## config.mk

```make
export PLATFORM = sky130hd
export DESIGN_NAME = counter_interval_ctrl
export DESIGN_NICKNAME = d
export VERILOG_FILES = /design/src/rtl/counter_interval_ctrl.sv
export SDC_FILE = /design/constraint.sdc
export NUM_CORES = 1
export LEC_CHECK = 0
export ABC_AREA = 1
export ABC_CLOCK_PERIOD_IN_PS = 1100
export BUFFER_PORTS_ARGS = -buffer_cell sky130_fd_sc_hd__buf_2
export CAP_MARGIN = 20
export CORE_UTILIZATION = 43
export CTS_CLUSTER_SIZE = 8
export DETAILED_ROUTE_END_ITERATION = 6
export PLACE_DENSITY = 0.75
export SYNTH_ARGS = -nofsm -noshare
export SYNTH_HDL_FRONTEND = slang
export SYNTH_SLANG_ARGS = --single-unit
```

## constraint.sdc

```tcl
create_clock -name CLK -period 1.1 [get_ports CLK]
set_clock_uncertainty 0.2 [all_clocks]
set_input_delay 0 -clock CLK [delete_from_list [all_inputs] [get_ports CLK]]
set_output_delay 0 -clock CLK [all_outputs]
set_load 0.1 [all_outputs]
```

## src/rtl/counter_interval_ctrl.sv

```systemverilog
// Interval-timer sequencer for an external load/enable counter (LOAD -> RUN -> DONE).
// Define CTRL_PRESCALE_EN to divide the count rate by PRESCALE.
module counter_interval_ctrl #(
  parameter int SIZE     = 8,
  parameter int PRESCALE = 4
) (
  input  logic            CLK,
  input  logic            SR,
  input  logic            START,
  input  logic            STOP,
  input  logic            MODE,
  input  logic [SIZE-1:0] INIT,
  input  logic [SIZE-1:0] TERM,
  output logic            BUSY,
  output logic            DONE,
  output logic            CNT_CE,
  output logic            CNT_SR,
  output logic [SIZE-1:0] CNT_SRINIT,
  input  logic [SIZE-1:0] CNT_DOUT,
  output logic [1:0]      DBG_STATE
);

  typedef enum logic [1:0] {
    S_IDLE = 2'd0,
    S_LOAD = 2'd1,
    S_RUN  = 2'd2,
    S_DONE = 2'd3
  } state_t;

  state_t          state;
  logic [SIZE-1:0] init_q;
  logic [SIZE-1:0] term_q;
  logic            mode_q;
  logic            tick;
  logic            at_term;

  assign at_term = (CNT_DOUT == term_q);

`ifdef CTRL_PRESCALE_EN
  localparam int            PW     = (PRESCALE > 1) ? $clog2(PRESCALE) : 1;
  localparam logic [PW-1:0] P_LAST = PW'(PRESCALE - 1);

  logic [PW-1:0] pre_q;

  always_ff @(posedge CLK) begin
    if (SR) begin
      pre_q <= '0;
    end else if (state == S_LOAD) begin
      pre_q <= '0;
    end else if (state == S_RUN) begin
      pre_q <= (pre_q == P_LAST) ? '0 : pre_q + 1'b1;
    end
  end

  assign tick = (pre_q == P_LAST);
`else
  assign tick = 1'b1;
`endif

  always_ff @(posedge CLK) begin
    if (SR) begin
      state  <= S_IDLE;
      init_q <= '0;
      term_q <= '0;
      mode_q <= 1'b0;
    end else begin
      case (state)
        S_IDLE: begin
          if (START && !STOP) begin
            init_q <= INIT;
            term_q <= TERM;
            mode_q <= MODE;
            state  <= S_LOAD;
          end
        end
        S_LOAD: state <= STOP ? S_IDLE : S_RUN;
        S_RUN: begin
          if (STOP)         state <= S_IDLE;
          else if (at_term) state <= S_DONE;
        end
        S_DONE: state <= (STOP || !mode_q) ? S_IDLE : S_LOAD;
        default: state <= S_IDLE;
      endcase
    end
  end

  assign BUSY       = (state != S_IDLE);
  assign DONE       = (state == S_DONE);
  assign CNT_SR     = SR || (state == S_LOAD);
  assign CNT_SRINIT = SR ? '0 : init_q;
  // Enable is gated by STOP/SR in the same cycle so an abort freezes the count immediately.
  assign CNT_CE     = (state == S_RUN) && !STOP && !SR && !at_term && tick;
  assign DBG_STATE  = state;

endmodule

```

[Yosys cells after proc, flatten, opt, wreduce, memory -nomap -nowiden]
Cells that the tools add are included.
Storage, ports and cells
  bits in registers: 19
  bits of input ports: 29
  output and inout bits: 14
Operators by class
  eq/ne operators: 6
  mux-type cells: 7
  reduce and logical (&&, ||, !) cells: 14
Operator list (number)
  $eq A8 B8 Y1: 1
  $mux W2: 4
  $mux W8: 1
  $pmux W2 S4: 1
  $eq A2 B2 Y1 const B: 2
  $logic_and A1 B1 Y1: 4
  $logic_not A1 Y1: 4
  $reduce_and A2 Y1: 2
  $ne A3 B3 Y1 const B: 1
  $eq A2 B1 Y1 const B: 1
  $logic_not A2 Y1: 1
  $logic_or A1 B1 Y1: 2
  $ne A2 B2 Y1 const B: 1
  $reduce_bool A2 Y1: 1
  $mux W1: 1

[Depth between registers and ports, before layout]
  word-level depth: 4
  mapped depth: 9

[Worst setup path after synthesis]
OpenSTA, ideal clock, no wires.
  path type: reg2out
  start: register state[0], in the netlist DBG_STATE[0]
  end: output port CNT_SR
  arrival: 3.266 ns
  required time: 0.900 ns
  path slack: -2.366 ns
  stages on the path, launching flop included: 3
  buffers on the path: 0
  cell sequence: dfxtp_1 > inv_2 > o21ai_0
On the way
  word-level cells in the longest chain between the ends: 2
RTL lines
  start: declaration: line 30  | state_t state;
  start signal: assignment: line 76  | S_LOAD: state <= STOP ? S_IDLE : S_RUN;
  start signal: assignment: line 81  | S_DONE: state <= (STOP || !mode_q) ? S_IDLE : S_LOAD;
  $eq A2 B1 Y1: line 89  | assign CNT_SR = SR || (state == S_LOAD);
  $logic_or A1 B1 Y1: line 89
  end: declaration: line 17  | output logic CNT_SR,
No other way between the ends.

[Final worst setup path]
  start: register term_q[6]
  end: output port CNT_CE
On the way
  word-level cells in the longest chain between the ends: 3
RTL lines
  start: declaration: line 32  | logic [SIZE-1:0] term_q;
  start signal: assignment: line 64  | term_q <= '0;
  start signal: assignment: line 71  | term_q <= TERM;
  $eq A8 B8 Y1: line 37  | assign at_term = (CNT_DOUT == term_q);
  $logic_not A1 Y1: line 92  | assign CNT_CE = (state == S_RUN) && !STOP && !SR && !at_term && tick;
  $logic_and A1 B1 Y1: line 92
  end: declaration: line 16  | output logic CNT_CE,
No other way between the ends.

==> impl_metrics.env <==
export IMPL_max_freq_mhz=569
export IMPL_drc_errors=0
export IMPL_insertion_delay_ps=310
export IMPL_cts_sinks=19
export IMPL_dieWidth_um=52.2
export IMPL_drtIter0Drc=90
export IMPL_io_pins=43
export IMPL_wl_per_cell_um=20.5
export IMPL_gp_congestion=0.697
export IMPL_yosysUniqueCellTypes=20
export IMPL_hold_path_cell_count=5
export IMPL_finalCritPeriodShare_pct=160
export IMPL_maxCapViolations=0
export IMPL_clkTransAtPathRegs_ps=110
export IMPL_rsz0062_at_grt="true"
export IMPL_grt_usage_pct=29.9
export IMPL_required_ps=900
export IMPL_nets=254
export IMPL_drive_gt1_share_pct=75.4
export IMPL_antenna_found_initial=0
export IMPL_first_global_vias=1251
export IMPL_dpl_hpwl_mm=1.90
export IMPL_violations="negative hold slack, negative setup slack"
export IMPL_overflow=0
export IMPL_rows=17
export IMPL_synthesis_nets=164
export IMPL_start_util_pct=47.2
export IMPL_crit_type="reg2out"
export IMPL_slew_violations=0
export IMPL_cts_max_level=1
export IMPL_hold_viol=1
export IMPL_power_density_nw_per_um2=1030
export IMPL_ys_ff_latch=19
export IMPL_timing_slew_headroom_pct=71.4
export IMPL_cts_root_buffer="clkbuf_4"
export IMPL_die_y_um=52.2
export IMPL_yosysWarningCount=0
export IMPL_fin_hold_ws_ps=-14.0
export IMPL_syn_mean_instance_area_um2=8.04
export IMPL_fin_ws_ps=-657
export IMPL_netlist_area_um2=1080
export IMPL_stdcell_count=252
export IMPL_grt_pass1_wl_mm=5.79
export IMPL_fill_cells=51
export IMPL_area_growth_pct=103
export IMPL_viasPerCell=5.50
export IMPL_cts_made_buffers=3
export IMPL_seq_area_frac_synth_pct=35.1
export IMPL_hold_class="in2reg"
export IMPL_setup_violations=33
export IMPL_pre_cts_slack_ps=-276
export IMPL_status="finished with violations"
export IMPL_core_area_um2=2300
export IMPL_end_kind="primary output"
export IMPL_drtAntennaViolNets=0
export IMPL_cts_path_max_buffers=2
export IMPL_grt_max_degree=20
export IMPL_die_area_um2=2730
export IMPL_diodes=0
export IMPL_place_inst=213
export IMPL_worstMarginPinSlew_ps=428
export IMPL_vias=1387
export IMPL_reg2reg_depth=7
export IMPL_routed_wl_mm=5.18
export IMPL_cp_max_fo=2
export IMPL_netlist_instances=135
export IMPL_crit_path_start_kind="register"
export IMPL_final_min_clock_period_ps=1760
export IMPL_peakVddDrop_mv=1.38
export IMPL_arrival_ps=1560
export IMPL_first_pass_iters=4
export IMPL_cts_tree="done"
export IMPL_p_leak_uw=0.000918
export IMPL_portBuffers=42
worst max-delay path, cell delays in order (launching register included):
cell and delay [ps]:
dfxtp_2 350, xnor2_1 260, nand2_1 110, nor2_1 110, nand2_1 80, nand2_2 100
nor2_4 60, buf_12 170
through the flow:
| step | setup TNS (ps) | instance area (µm²) | util, % | hold slack (ps) | total power, µW |
|---|---|---|---|---|---|
| after floorplan | -9730 | 1190 | - | -133 | 1320 |
| after global placement | -3400 | 1680 | 73.0 | 33.9 | 1560 |
| after detailed placement | -4210 | 1680 | 73.0 | 43.4 | 1580 |
| after CTS | -4940 | 2060 | 89.7 | -255 | 2110 |
| after global routing | -12470 | 2200 | 95.9 | -0.994 | 2330 |
| final | -11570 | 2200 | 95.9 | -14.0 | 2270 |
where the power goes:
| group | internal (µW) | switching (µW) |
|---|---|---|
| Clock | 142 | 231 |
| Combinational | 439 | 659 |
| Sequential | 752 | 44.2 |
| Total | 1330 | 934 |
cell usage in the layout (no fill, tap or decap), types with 9 or more instances in the layout:
master         instances
a21oi_2               13
buf_2                 28
dlygate4sd3_1         20
nand2_1               15
inv_2                 12
buf_4                 16
nor2_4                10
buf_6                  9
o21ai_2               11
buf_12                14
dfxtp_2               16
flip-flops by register name, summed over array words and instances (netlist names):
signal and count:
mode_q 1, init_q 8, DBG_STATE 2, term_q 8
synthesized netlist by cell type:
master	count	area (µm²)
o21ai_0	2	10.0
nor2_2	4	25.0
inv_4	2	12.5
nand2_1	23	86.3
buf_2	1	5.00
o21ai_2	17	149
nor3_1	2	10.0
nor4_1	1	6.26
dfxtp_1	19	380
inv_2	3	11.3
xnor2_1	3	26.3
buf_12	2	40.0
buf_6	2	22.5
inv_1	20	75.1
a21oi_2	13	114
o21ai_1	1	5.00
nor2_4	1	11.3
nor2_1	17	63.8
nand2_8	1	20.0
nand2_4	1	11.3
final cells by class:
type	count	area, µm²	area share, %
timing repair buffer	87	842	38.2
multi-input combinational	89	767	34.8
sequential	19	408	18.5
inverter	25	125	5.68
tap	28	35.0	1.59
clock buffer	4	26.3	1.19
layer usage:
layer	up-vias	GRT usage, %	wire length (µm)	share of wire (%)
li1	600	-	-	-
met1	638	32.3	1830	35
met2	111	55.1	2580	50
met3	38	8.99	425	8.2
met4	0	9.65	343	6.6
met5	-	0	0	0
cells by family after synthesis:
| family | after synthesis | share of synthesized area (%) |
|---|---|---|
| AND/OR/NAND/NOR | 50 | 21.6 |
| flip-flops | 19 | 35.1 |
| AO/OA/AOI/OAI | 33 | 25.6 |
| XOR/XNOR | 3 | 2.42 |
| buffers and inverters | 30 | 15.3 |
what timing repair did:
item,in CTS,in global routing
pin swaps,23,21
setup endpoints to repair,33,33
buffers inserted,9,5
cloned,3,0
hold buffers,17,3
resized for setup,43,24
endpoints found under the hold margin,19,7
path summary, 6_finish.rpt:
kind	start	end	slack, ps
setup / recovery	term_q[6]	CNT_CE	-660
hold / removal	STOP	DBG_STATE[0]	-10
hold reg to reg	init_q[2]	init_q[2]	300
setup reg to reg	DBG_STATE[0]	DBG_STATE[0]	-380
Note: power is estimated with default switching activity, not from simulation.
